<file path="src/rtl/accumulator_arbiter_pkg.sv">
// Shared encodings for the two-requester accumulator arbiter: FSM states,
// requester IDs and the round-robin pick used when arbitrating in IDLE.
package accumulator_arbiter_pkg;

   typedef enum logic [1:0] {
      ST_IDLE  = 2'd0,
      ST_ACCUM = 2'd1,
      ST_DONE  = 2'd2
   } state_t;

   localparam logic REQ0 = 1'b0;
   localparam logic REQ1 = 1'b1;

   // Favour the requester that did not own the previous burst when both ask.
   function automatic logic rr_pick(input logic v0, input logic v1, input logic last_grant);
      if (v0 && v1) begin
         return (last_grant == REQ0) ? REQ1 : REQ0;
      end else if (v1) begin
         return REQ1;
      end else begin
         return REQ0;
      end
   endfunction

endpackage

</file>
<file path="src/rtl/accumulator_arbiter_accum_core.sv">
// Registered running-sum datapath: synchronous clear, enabled add, and the
// carry-out of the addition currently presented on its inputs.
module accum_core #(
   parameter int WIDTH = 16
) (
   input  logic             clk,
   input  logic             reset,
   input  logic             clear,
   input  logic             enable,
   input  logic [WIDTH-1:0] in,
   output logic [WIDTH-1:0] out,
   output logic             carry
);

   logic [WIDTH:0] sum_ext;

   assign sum_ext = {1'b0, out} + {1'b0, in};
   assign carry   = sum_ext[WIDTH];

   // NOTE: state registers use non-blocking assignments so every flop samples pre-edge values.
   always_ff @(posedge clk or negedge reset) begin
      if (!reset) begin
         out <= '0;
      end else if (clear) begin
         out <= '0;
      end else if (enable) begin
         out <= sum_ext[WIDTH-1:0];
      end
   end

endmodule

</file>
<file path="src/rtl/accumulator_arbiter.sv">
// Round-robin owner of one shared feedback accumulator: grants a whole burst
// to one requester, sums its operands and hands back the total with id/overflow.
module accumulator_arbiter
   import accumulator_arbiter_pkg::*;
#(
   parameter int WIDTH = 16
) (
   input  logic             clk,
   input  logic             reset,
   input  logic             req0_valid,
   input  logic [WIDTH-1:0] req0_data,
   input  logic             req0_last,
   output logic             req0_ready,
   input  logic             req1_valid,
   input  logic [WIDTH-1:0] req1_data,
   input  logic             req1_last,
   output logic             req1_ready,
   output logic             result_valid,
   output logic [WIDTH-1:0] result_data,
   output logic             result_id,
   output logic             result_overflow,
   input  logic             result_ready,
   output logic             busy
);

   state_t           state;
   logic             grant;
   logic             last_grant;
   logic             overflow;
   logic [WIDTH-1:0] acc;
   logic [WIDTH-1:0] operand;
   logic             carry;
   logic             any_valid;
   logic             pick;
   logic             clear;
   logic             beat;
   logic             beat_last;

   assign any_valid = req0_valid | req1_valid;
   assign pick      = rr_pick(req0_valid, req1_valid, last_grant);
   assign clear     = (state == ST_IDLE) && any_valid;

   // Only the granted requester's lane reaches the adder; the other is ignored.
   assign operand   = (grant == REQ1) ? req1_data : req0_data;
   assign beat      = (state == ST_ACCUM) && ((grant == REQ1) ? req1_valid : req0_valid);
   assign beat_last = beat && ((grant == REQ1) ? req1_last : req0_last);

   accum_core #(.WIDTH(WIDTH)) u_core (
      .clk    (clk),
      .reset  (reset),
      .clear  (clear),
      .enable (beat),
      .in     (operand),
      .out    (acc),
      .carry  (carry)
   );

   // The sum is frozen from the last beat until the next grant, so the result
   // fields can be taken straight from the datapath and owner registers.
   assign result_data     = acc;
   assign result_id       = grant;
   assign result_overflow = overflow;

   // NOTE: every register, datapath included, is async-reset so a mid-burst reset discards all state.
   always_ff @(posedge clk or negedge reset) begin
      if (!reset) begin
         state        <= ST_IDLE;
         grant        <= REQ0;
         last_grant   <= REQ1;
         overflow     <= 1'b0;
         req0_ready   <= 1'b0;
         req1_ready   <= 1'b0;
         result_valid <= 1'b0;
         busy         <= 1'b0;
      end else begin
         case (state)
            ST_IDLE: begin
               if (any_valid) begin
                  grant      <= pick;
                  overflow   <= 1'b0;
                  req0_ready <= (pick == REQ0);
                  req1_ready <= (pick == REQ1);
                  busy       <= 1'b1;
                  state      <= ST_ACCUM;
               end
            end
            ST_ACCUM: begin
               if (beat) begin
                  overflow <= overflow | carry;
               end
               if (beat_last) begin
                  last_grant   <= grant;
                  req0_ready   <= 1'b0;
                  req1_ready   <= 1'b0;
                  result_valid <= 1'b1;
                  state        <= ST_DONE;
               end
            end
            ST_DONE: begin
               if (result_ready) begin
                  result_valid <= 1'b0;
                  busy         <= 1'b0;
                  state        <= ST_IDLE;
               end
            end
            default: begin
               req0_ready   <= 1'b0;
               req1_ready   <= 1'b0;
               result_valid <= 1'b0;
               busy         <= 1'b0;
               state        <= ST_IDLE;
            end
         endcase
      end
   end

endmodule

</file>
<file path="config.mk">
export PLATFORM = sky130hd
export DESIGN_NAME = accumulator_arbiter
export DESIGN_NICKNAME = d
export VERILOG_FILES = /design/src/rtl/accumulator_arbiter_pkg.sv /design/src/rtl/accumulator_arbiter_accum_core.sv /design/src/rtl/accumulator_arbiter.sv
export SDC_FILE = /design/constraint.sdc
export NUM_CORES = 1
export LEC_CHECK = 0
export BUFFER_PORTS_ARGS = -buffer_cell sky130_fd_sc_hd__clkbuf_2
export CORE_ASPECT_RATIO = 1.25
export CORE_MARGIN = 3
export CORE_UTILIZATION = 57
export CTS_CLUSTER_SIZE = 12
export DETAILED_ROUTE_END_ITERATION = 7
export GPL_ROUTABILITY_DRIVEN = 0
export GPL_TIMING_DRIVEN = 0
export MAX_ROUTING_LAYER = met4
export PLACE_DENSITY = 0.84
export REMOVE_ABC_BUFFERS = 1
export SETUP_SLACK_MARGIN = 0.3
export SLEW_MARGIN = 20
export SYNTH_ARGS = -nofsm -noshare
export SYNTH_HDL_FRONTEND = slang
export SYNTH_SLANG_ARGS = --single-unit
</file>
<file path="constraint.sdc">
create_clock -name clk -period 7.9 [get_ports clk]
set_input_delay 1.185 -clock clk [delete_from_list [all_inputs] [get_ports clk]]
set_output_delay 1.185 -clock clk [all_outputs]
set_load 0.02 [all_outputs]
</file>
==> results.md, run 1 <==
* Hold Vio Cnt, Final at 0
* Largest net degree at the start of global routing at 26
* R2R depth at 8
* Total Wirelength at 5030 microns
* RSZ-0062 raised after global routing: no
* Most frequent cells in the layout: clkbuf_2, dfrtp_1, nand2_1
* Yosys Warn Count at 0
* Die Wd at between 60 and 70 microns
* Area Growth Syn to Fin at 14.4%
* Vias at 2034
* Synth area leader: dfrtp_1
* Switch Pwr at about 0.53 mW
* Worst hold slack at just over 0.5 ns
* Outcome: finished clean
* Max-cap violations at 0
* Post_cts resized at 0
* Pre-CTS setup slack at 4.53 ns
* Worst-Margin Slew at 0.869 ns
* P_int at 0.515 mW
* Crit path largest cell delay at 0.92 ns
* Net Sw Frac at 50.8%
* Hold-critical path depth at 2
* Static Leak at around 1.2 nW
* CTS HTree Levels at 1
* Slowest CP cell: dfrtp_1
* Global-route wire length before repair at approximately 8400 microns
* Residual DRC count at 0
* Post-CTS Hold Fix Bufs at 0
* Sink Count at 25
* Clock-pin slew on the worst setup and hold paths at 0.09 ns
* Max VDD drop at 209 uV
* Port buffer count at 60
* Synth unique cells at between 50 and 60
* Tmin final at 3.18 ns
* PnR worst setup slack at between 4 and 5 ns
* Crit path DAT at 3.35 ns
* Chip Height at approximately 75 microns
* CTS tree: built
* Core Util, Final at roughly 70%
* Post-synthesis async set-or-reset flop share at 100%
* Kind of start point of the critical path: register
* Combinational power share at 68.6%
* Nets@finish at 346
* Crit-path max FO at 21
* CTS Buf Count at 3
* Row Count at 24
* WP data required at approximately 8.1 ns
* Clock buffer depth at 2
* Most common flop cell mapped by yosys: dfrtp_1
* Post-Syn Area at 0.00215 sq mm
* Yosys reg bits at 25
* FF-to-FF Start: result_id$_DFFE_PN0P_
* Clock skew at 0.00235 ns
* Max_slew headroom at 42.1%
* Total negative slack at 0 ns
* # IOs at between 60 and 70
* FMAX at roughly 310 MHz
* Via/cell ratio at 6.20
* Drt initial violations at 79
* Critical Path End Type: register
* Starting Density at 60.2%
* N_diodes at 0
* Reg power frac at 23.9%
* Register area share after synthesis at 29.1%
* Critical Setup Path Class: register to register
* Setup Fix Bufs, Post-CTS at 0
* Drt pass-1 iters at 4
* Period Utilization, post-route at between 40 and 50%
* Crit path from: result_id$_DFFE_PN0P_
* GR Util All Layers at 24.4%
* Critical Path, Cell by Cell: mux2_2, ha_1, fa_1, a21o_2, a31oi_4, nor3_2, or3_1, a32o_1
* Vias in the first global route at ~1900
* Final ANT Viol Nets at 0
* DIE AREA at between 0.004 and 0.005 sq mm
* Mapped Cells at 239
* Latest clock arrival within the worst-skew pair at around 0.27 ns
* Count of pins over their slew limit at 0
* Root Driver: clkbuf_8
* Most common cell after layout, fill and taps aside: clkbuf_2
* # setup viols final at 0
* Post-synth top area share at 27.9%
* Initial antenna violation count at 0
* Worst hold path type: register to register
* Per-cell routed wire length at approximately 15 microns
* Share of cells above drive strength 1 at 32.5%
* Post-synth EDFFs at 0
* Syn avg cell area at approximately 9.0 sq um
* Top cells by area, synth: dfrtp_1, ha_1, mux2_2
* Grt total ovfl at 0
* HPWL after DPL at roughly 3800 microns
* Core footprint at between 0.003 and 0.004 sq mm
* Clock Power Share at ~7.5%
* Hold Path Origin: last_grant$_DFFE_PN1P_
* PwrDens at 425 mW/mm^2
## logic make-up after synthesis
kind of cell | Yosys count | share of synthesized area (%)
AO/OA/AOI/OAI | 80 | 25.6
XOR/XNOR | 6 | 2.44
adder cells (fa/ha/maj) | 17 | 10.2
buffers and inverters | 22 | 5.35
flip-flops | 25 | 29.1
multiplexers | 23 | 11.7
AND/OR/NAND/NOR | 66 | 15.5
## routing by layer
layer | track usage [%] | wire length (microns) | vias to the layer above | share of wire [%]
met4 | 8.92 | 76 | 0 | 1.5
met3 | 2.92 | 326 | 7 | 6.5
met1 | 29.2 | 2100 | 959 | 42
met2 | 41.6 | 2530 | 80 | 50
li1 | - | - | 988 | -
met5 | - | 0 | - | 0
## cell usage after synthesis (all sizes together), types with 2 or more instances
master  number
nor3         8
o2111a       2
o311ai       2
nand2       22
a21oi       19
nor2        14
a21o         7
dfrtp       24
nand3        8
a31oi        3
mux2i        6
xor2         3
and2         2
a211oi       3
clkbuf       3
a31o         2
o21ai       23
inv          8
a22o         4
buf         11
ha          16
mux2        17
and3         3
nand4        4
nand2b       2
xnor2        3
o22ai        2
a221oi       2
## worst max-delay path: cells and delay by family, from the launching register on
kind / cells / cell delay (ns)
adder cells (fa/ha/maj): 2 / 0.62
flip-flops: 1 / 0.92
AND/OR/NAND/NOR: 2 / 0.43
AO/OA/AOI/OAI: 3 / 0.68
multiplexers: 1 / 0.42
## flip-flops by register name, summed over array words and instances (netlist names)
| register | count |
|---|---|
| busy | 1 |
| last_grant | 1 |
| req0_ready | 1 |
| req1_ready | 1 |
| result_id | 1 |
| result_overflow | 1 |
| result_valid | 1 |
| state | 2 |
| u_core.out | 16 |
## worst paths after layout
check                                             endpoint  slack [ns]
worst min register to register      last_grant$_DFFE_PN1P_        0.51
worst max-delay path            u_core.out[10]$_DFFE_PN0P_        4.72
max in group asynchronous       u_core.out[11]$_DFFE_PN0P_        6.55
worst max register to register  u_core.out[10]$_DFFE_PN0P_        4.72
worst min-delay path                last_grant$_DFFE_PN1P_        0.51
min in group asynchronous        u_core.out[3]$_DFFE_PN0P_        0.92
## power groups by stage
stage | registers (mW) | clock network, mW | logic (mW)
after global routing | 0.261 | 0.0835 | 0.797
after floorplan | 0.294 | 0 | 0.496
after CTS | 0.251 | 0.0798 | 0.715
final | 0.250 | 0.0785 | 0.717
after detailed placement | 0.254 | 0 | 0.710
after global placement | 0.252 | 0 | 0.692
## through the flow
| step | std cells | total power [mW] | instance area (sq um) |
|---|---|---|---|
| after floorplan | 225 | 0.790 | 2070 |
| after global placement | 324 | 0.943 | 2420 |
| after detailed placement | 324 | 0.963 | 2420 |
| after CTS | 328 | 1.05 | 2460 |
| after global routing | 328 | 1.14 | 2460 |
| final | 328 | 1.05 | 2460 |
## cell type report
type,count,area [sq um]
multi-input combinational,192,1410
fill,312,1110
sequential,25,627
timing repair buffer,60,300
tap,39,48.8
clock buffer,3,41.3
inverter,8,30.0
clock inverter,1,5.00
Note: power is estimated with default switching activity, not from simulation.
==> run 2, diff against run 1 <==
--- a/config.mk
+++ b/config.mk
@@ -5,16 +5,17 @@
 export SDC_FILE = /design/constraint.sdc
 export NUM_CORES = 1
 export LEC_CHECK = 0
+export ABC_AREA = 1
 export BUFFER_PORTS_ARGS = -buffer_cell sky130_fd_sc_hd__clkbuf_2
 export CORE_ASPECT_RATIO = 1.25
 export CORE_MARGIN = 3
-export CORE_UTILIZATION = 57
+export CORE_UTILIZATION = 48
 export CTS_CLUSTER_SIZE = 12
 export DETAILED_ROUTE_END_ITERATION = 7
 export GPL_ROUTABILITY_DRIVEN = 0
 export GPL_TIMING_DRIVEN = 0
 export MAX_ROUTING_LAYER = met4
-export PLACE_DENSITY = 0.84
+export PLACE_DENSITY = 0.75
 export REMOVE_ABC_BUFFERS = 1
 export SETUP_SLACK_MARGIN = 0.3
 export SLEW_MARGIN = 20
==> constraint.sdc (replaced) <==
create_clock -name clk -period 2.9 [get_ports clk]
set_input_delay 0.435 -clock clk [delete_from_list [all_inputs] [get_ports clk]]
set_output_delay 0.435 -clock clk [all_outputs]
set_load 0.02 [all_outputs]
==> run 2 against run 1 <==
Synthesized area grew 1.7%. Worst hold slack lost 0.35 ns. Global-route usage shrank 2.9 points. Power grew to 2.9 times the previous value. Utilization shrank 8.2 points. Final cell count grew 40%. Critical path type unchanged. Clock power grew to 2.9 times the previous value. Final area grew 4.3%. Die area grew 19%. Largest power group unchanged.
==> results.md, run 2 <==
* Most flop-heavy register: u_core.out
* Most frequent cells in the layout: nand2_1, clkbuf_2, inv_1
* WP data required at ~3.1 ns
* # IOs at a little over 60
* Critical Setup Path Class: register to register
* Outcome: finished clean
* Post-Place Cells at 454
* Vias in the first global route at slightly above 2000
* Chip Height at ~80 microns
* Area Growth Syn to Fin at 17.3%
* Total negative slack at 0 ns
* Clock-pin slew on the worst setup and hold paths at roughly 0.1 ns
* Synth area leader: nand2_1
* Largest register FFs at 16
* Max_slew headroom at 56.4%
* Final std cells w/o fill at roughly 460
* Largest net degree at the start of global routing at 26
* HPWL after DPL at 4120 microns
* Final ANT Viol Nets at 0
* Most common cell after layout, fill and taps aside: nand2_1
* Syn avg cell area at 6.37 sq um
* Most common flop cell mapped by yosys: dfrtp_1
* RSZ-0062 raised after global routing: no
* # setup viols final at 0
* Register area share after synthesis at 28.6%
* Most frequent cell after synthesis: nand2_1
* Crit path DAT at roughly 2.5 ns
* Per-cell routed wire length at 11.8 microns
* Top flop regs: u_core.out: 16 flops, state: 2 flops
* CTS tree: built
* Clock skew at 0.00310 ns
* Core Util, Final at 60.7%
* Tmin final at 2.27 ns
* Critical Path End Type: register
* Worst-Margin Slew at 0.654 ns
* Drt pass-1 iters at 4
* Yosys Warn Count at 0
* Post-Syn Area at 0.00219 sq mm
* Sink Count at 25
* Post-synth EDFFs at 0
* CTS HTree Levels at 1
* PwrDens at 1190 mW/mm^2
* CP most frequent cell: nand2_1
* Count of pins over their slew limit at 0
* Max-cap violations at 0
* Global-route wire length before repair at between 8000 and 9000 microns
* Post-synthesis async set-or-reset flop share at 100%
* Hold Vio Cnt, Final at 0
* Port buffer count at 60
* List of most frequent post-synthesis cells: nand2_1, inv_1, dfrtp_1, nand3_1, ha_1
* Residual DRC count at 0
* Initial antenna violation count at 0
* Max VDD drop at 582 uV
* Kind of start point of the critical path: register
* Vias at 2250
* Final-layout fill cell count at around 440
* Critical Path, Cell by Cell: inv_4, nand2_1, nand2_1, ha_1, fa_1, nand2_1, nand2_1, and2_1, o21ai_0, a21oi_1, a21o_1
* R2R depth at 11
* Via/cell ratio at 4.90
* Post-synth top area share at between 20% and 30%
* Crit path largest cell delay at 0.55 ns
* Yosys reg bits at 25
* Slowest CP cell: dfrtp_4
* Clock buffer depth at 2
* Drt initial violations at roughly 110
* Static Leak at 1.62 nW
* Top cells by area, synth: nand2_1, dfrtp_1, ha_1
* Share of cells above drive strength 1 at 20.6%
* Worst hold slack at 0.160 ns
* Nets@finish at 460
* Total Wirelength at about 5400 microns
* Period Utilization, post-route at 78.3%
* Grt total ovfl at 0
* Latest clock arrival within the worst-skew pair at 0.28 ns
* N_diodes at 0
* Crit-path max FO at 20
* Synth unique cells at 35
* GR Util All Layers at 21.5%
* Row Count at 26
* Die Wd at between 60 and 70 microns
* Root Driver: clkbuf_8
* Mapped Cells at 344
* Core footprint at 0.00423 sq mm
* CTS Buf Count at 3
* DIE AREA at 0.00541 sq mm
* Power Total at 3.07 mW
* FMAX at 440 MHz
* Worst hold path type: primary input to async pin
* Starting Density at 51.8%
[run 2: changes by cell type after synthesis, sizes merged, moves of 4 or more]
cell   delta
inv      +38
nand2   +148
a21o      -6
a21oi     -4
buf       -6
mux2i     -6
nand3    +11
mux2     -17
o21ai     -9
[run 2: metrics by stage]
| stage | setup WS (ns) | area [sq um] |
|---|---|---|
| after floorplan | 0.498 | 2140 |
| after global placement | 0.0817 | 2510 |
| after detailed placement | 0.0324 | 2510 |
| after CTS | 0.339 | 2560 |
| after global routing | 0.413 | 2570 |
| final | 0.629 | 2570 |
[run 2: path summary, 6_finish.rpt]
check / endpoint / startpoint / slack (ns)
worst max-delay path: u_core.out[4]$_DFFE_PN0P_ / result_id$_DFFE_PN0P_ / 0.63
worst min-delay path: u_core.out[9]$_DFFE_PN0P_ / reset / 0.16
worst max register to register: u_core.out[4]$_DFFE_PN0P_ / result_id$_DFFE_PN0P_ / 0.63
worst min register to register: result_valid$_DFFE_PN0P_ / result_valid$_DFFE_PN0P_ / 0.49
max in group asynchronous: result_id$_DFFE_PN0P_ / reset / 2.25
min in group clk: state[1]$_DFFE_PN0P_ / result_ready / 0.37
[run 2: timing repair]
| item | in CTS | in global routing |
|---|---|---|
| pin swaps | 0 | 0 |
| buffers inserted | 0 | 1 |
| hold buffers | 0 | 0 |
| resized for setup | 1 | 3 |
| setup endpoints to repair | 12 | 7 |
[run 2: worst max-delay path, delay by kind of cell (launching register included)]
| kind | cells | cell delay [ns] |
|---|---|---|
| fa+ha+maj | 2 | 0.61 |
| flops | 1 | 0.55 |
| buf+inv | 1 | 0.15 |
| compound gates | 3 | 0.37 |
| simple gates | 5 | 0.47 |
[run 2: layer usage]
layer / GRT usage (%) / part of all wire, %
met5: - / 0
met4: 6.91 / 1.6
met2: 39.9 / 51
met3: 1.64 / 3.3
met1: 24.3 / 44
[run 2: area by class of cell]
cell class	instances	area (sq um)	area share (%)
Multi-Input combinational cell	266	1330	51.6
Timing Repair Buffer	61	308	12.0
Inverter	47	186	7.26
Tap cell	56	70.1	2.73
Clock buffer	3	41.3	1.61
Clock inverter	1	7.51	0.292
Sequential cell	25	631	24.5
[run 2: power by group]
part / internal [mW] / switching, mW
logic: 0.753 / 1.42
clock network: 0.0979 / 0.129
registers: 0.518 / 0.151
[run 2: kinds of logic after synthesis]
family          count (synthesis)  synth area share (%)
fa+ha+maj                      17                  10.1
simple gates                  216                  41.7
compound gates                 33                  8.74
buf+inv                        53                  10.9
flops                          25                  28.6
==> run 3, diff against run 2 <==
--- a/config.mk
+++ b/config.mk
@@ -5,17 +5,17 @@
 export SDC_FILE = /design/constraint.sdc
 export NUM_CORES = 1
 export LEC_CHECK = 0
-export ABC_AREA = 1
+export ABC_AREA = 0
 export BUFFER_PORTS_ARGS = -buffer_cell sky130_fd_sc_hd__clkbuf_2
 export CORE_ASPECT_RATIO = 1.25
 export CORE_MARGIN = 3
-export CORE_UTILIZATION = 48
+export CORE_UTILIZATION = 53
 export CTS_CLUSTER_SIZE = 12
 export DETAILED_ROUTE_END_ITERATION = 7
 export GPL_ROUTABILITY_DRIVEN = 0
 export GPL_TIMING_DRIVEN = 0
 export MAX_ROUTING_LAYER = met4
-export PLACE_DENSITY = 0.75
+export PLACE_DENSITY = 0.79
 export REMOVE_ABC_BUFFERS = 1
 export SETUP_SLACK_MARGIN = 0.3
 export SLEW_MARGIN = 20
==> constraint.sdc (replaced) <==
create_clock -name clk -period 2.1 [get_ports clk]
set_input_delay 0.315 -clock clk [delete_from_list [all_inputs] [get_ports clk]]
set_output_delay 0.315 -clock clk [all_outputs]
set_load 0.02 [all_outputs]
==> run 3 against run 2 <==
The run now ends with negative setup slack left. Non-clock buffer count rose by 27. Clock skew is 0.011 ns higher. Final cell count down 19%. Wire length rose by 26%. Global-route usage is 3.5 points higher. Setup slack got worse by 1.1 ns. Worst hold slack got worse by 0.13 ns. Utilization grew 20 points. Sequential share of layout area shrank 4.4 points. Critical path type unchanged. Largest power group unchanged.
==> results.md, run 3 (synthesis gave the netlist of run 1 again) <==
* Critical Path End Type: register
* WP data required at roughly 2.3 ns
* Period Utilization, post-route at 122%
* Clock buffer depth at 2
* Final-layout fill cell count at about 240
* Crit path DAT at 2.79 ns
* Die Wd at 63.0 microns
* GR Util All Layers at 25.0%
* Most common cell after layout, fill and taps aside: clkbuf_2
* Clock skew at 0.0143 ns
* FMAX at 391 MHz
* Power Total at around 5.5 mW
* # IOs at 61
* Nets@finish at 374
* Outcome: finished, violations left
* Total Wirelength at a little under 7000 microns
* Max_slew headroom at 54.7%
* Chip Height at 77.2 microns
* Grt total ovfl at 0
* Largest register FFs at 16
* Static Leak at 1.44 nW
* Port buffer count at 60
* Most flop-heavy register: u_core.out
* DIE AREA at between 0.004 and 0.005 sq mm
* Global-route wire length before repair at 9670 microns
* Core footprint at 0.00385 sq mm
* Top flop regs: u_core.out: 16 flops, state: 2 flops
* # setup viols final at 13
* PnR worst setup slack at -0.458 ns
* Crit-path max FO at 4
* RSZ-0062 raised after global routing: yes
* PwrDens at 1750 mW/mm^2
* Via/cell ratio at approximately 6.1
* Share of cells above drive strength 1 at 51.1%
* Pre-CTS setup slack at -1.10 ns
* Clock-pin slew on the worst setup and hold paths at 0.11 ns
* Worst hold slack at 0.0327 ns
* Row Count at 25
* Kind of start point of the critical path: register
* Failing checks: negative setup slack
* HPWL after DPL at 3680 microns
* Worst hold path type: primary input to async pin
* Area Growth Syn to Fin at 45.2%
* Residual DRC count at 0
* Final std cells w/o fill at 371
* Post-Place Cells at 339
* Final ANT Viol Nets at 0
* CTS Buf Count at 3
* N_diodes at 0
* Hold Vio Cnt, Final at 0
* Sink Count at 25
* Largest net degree at the start of global routing at 26
* CTS HTree Levels at 1
* Drt pass-1 iters at 4
* Max VDD drop at 967 uV
* Worst-Margin Slew at 0.680 ns
* Core Util, Final at 81.2%
* Sequential cell area at 631 sq um
* Root Driver: clkbuf_8
* Drt initial violations at 149
* Vias in the first global route at 2163
* Per-cell routed wire length at between 15 and 20 microns
* Area of the multi-input gates at 0.00179 sq mm
* Max-cap violations at 0
* Vias at 2253
* Latest clock arrival within the worst-skew pair at 0.30 ns
* CTS tree: built
* Tmin final at 2.56 ns
* Starting Density at 55.9%
* Most frequent cells in the layout: clkbuf_2, dfrtp_1, buf_4
* Critical Setup Path Class: register to register
* Initial antenna violation count at 0
* Count of pins over their slew limit at 0
[run 3: metal layers]
layer	vias up	track usage (%)	share of wire, %
met4	0	10.6	2.6
met3	15	2.78	4.9
met5	-	-	0
li1	1051	-	-
met1	1098	29.1	40
met2	89	43.3	53
[run 3: area by class of cell]
| class | count | area share (%) |
|---|---|---|
| repair buffers | 88 | 17.9 |
| multi-input cells | 192 | 57.2 |
| inverters | 8 | 0.961 |
| well taps | 54 | 2.16 |
| clock buffers | 3 | 1.32 |
| clock inverters | 1 | 0.280 |
| flip-flops and latches | 25 | 20.2 |
[run 3: repair_timing]
action | 4_1_cts | 5_1_grt
hold buffers | 0 | 0
setup buffers | 12 | 16
setup endpoints to repair | 24 | 19
resized for setup | 58 | 31
pin swaps | 21 | 24
[run 3: path summary, 6_finish.rpt]
check                                    startpoint                         end  slack, ns  cells after the start
setup / recovery              result_id$_DFFE_PN0P_  u_core.out[12]$_DFFE_PN0P_      -0.46                      8
min in group clk                          req1_last      last_grant$_DFFE_PN1P_       0.26                      3
setup reg to reg              result_id$_DFFE_PN0P_  u_core.out[12]$_DFFE_PN0P_      -0.46                      8
hold / removal                                reset   u_core.out[6]$_DFFE_PN0P_       0.03                      1
hold reg to reg            result_valid$_DFFE_PN0P_    result_valid$_DFFE_PN0P_       0.50                      1
max in group asynchronous                     reset       result_id$_DFFE_PN0P_       1.56                      1
[run 3: critical path: stages, from the launching register on]
cell and delay [ns]:
dfrtp_4 0.52, mux2_4 0.32, ha_4 0.17, fa_2 0.36, a21o_4 0.24, a31oi_4 0.18, nor3_4 0.08, or4_1 0.51
nand3_1 0.11
[run 3: report_power, final]
group          leakage, nW  internal [mW]  switching, mW
registers            0.313          0.702          0.234
clock network       0.0261          0.140          0.196
logic                 1.10           1.96           2.24
total                 1.44           2.81           2.67
[run 3: stage by stage]
stage          area (sq um)  setup TNS [ns]
6_report               3130           -4.48
5_1_grt                3130           -5.46
4_1_cts                2860           -3.58
3_3_place_gp           2430          -11.57
2_1_floorplan          2070           -7.26
3_5_place_dp           2430          -11.86
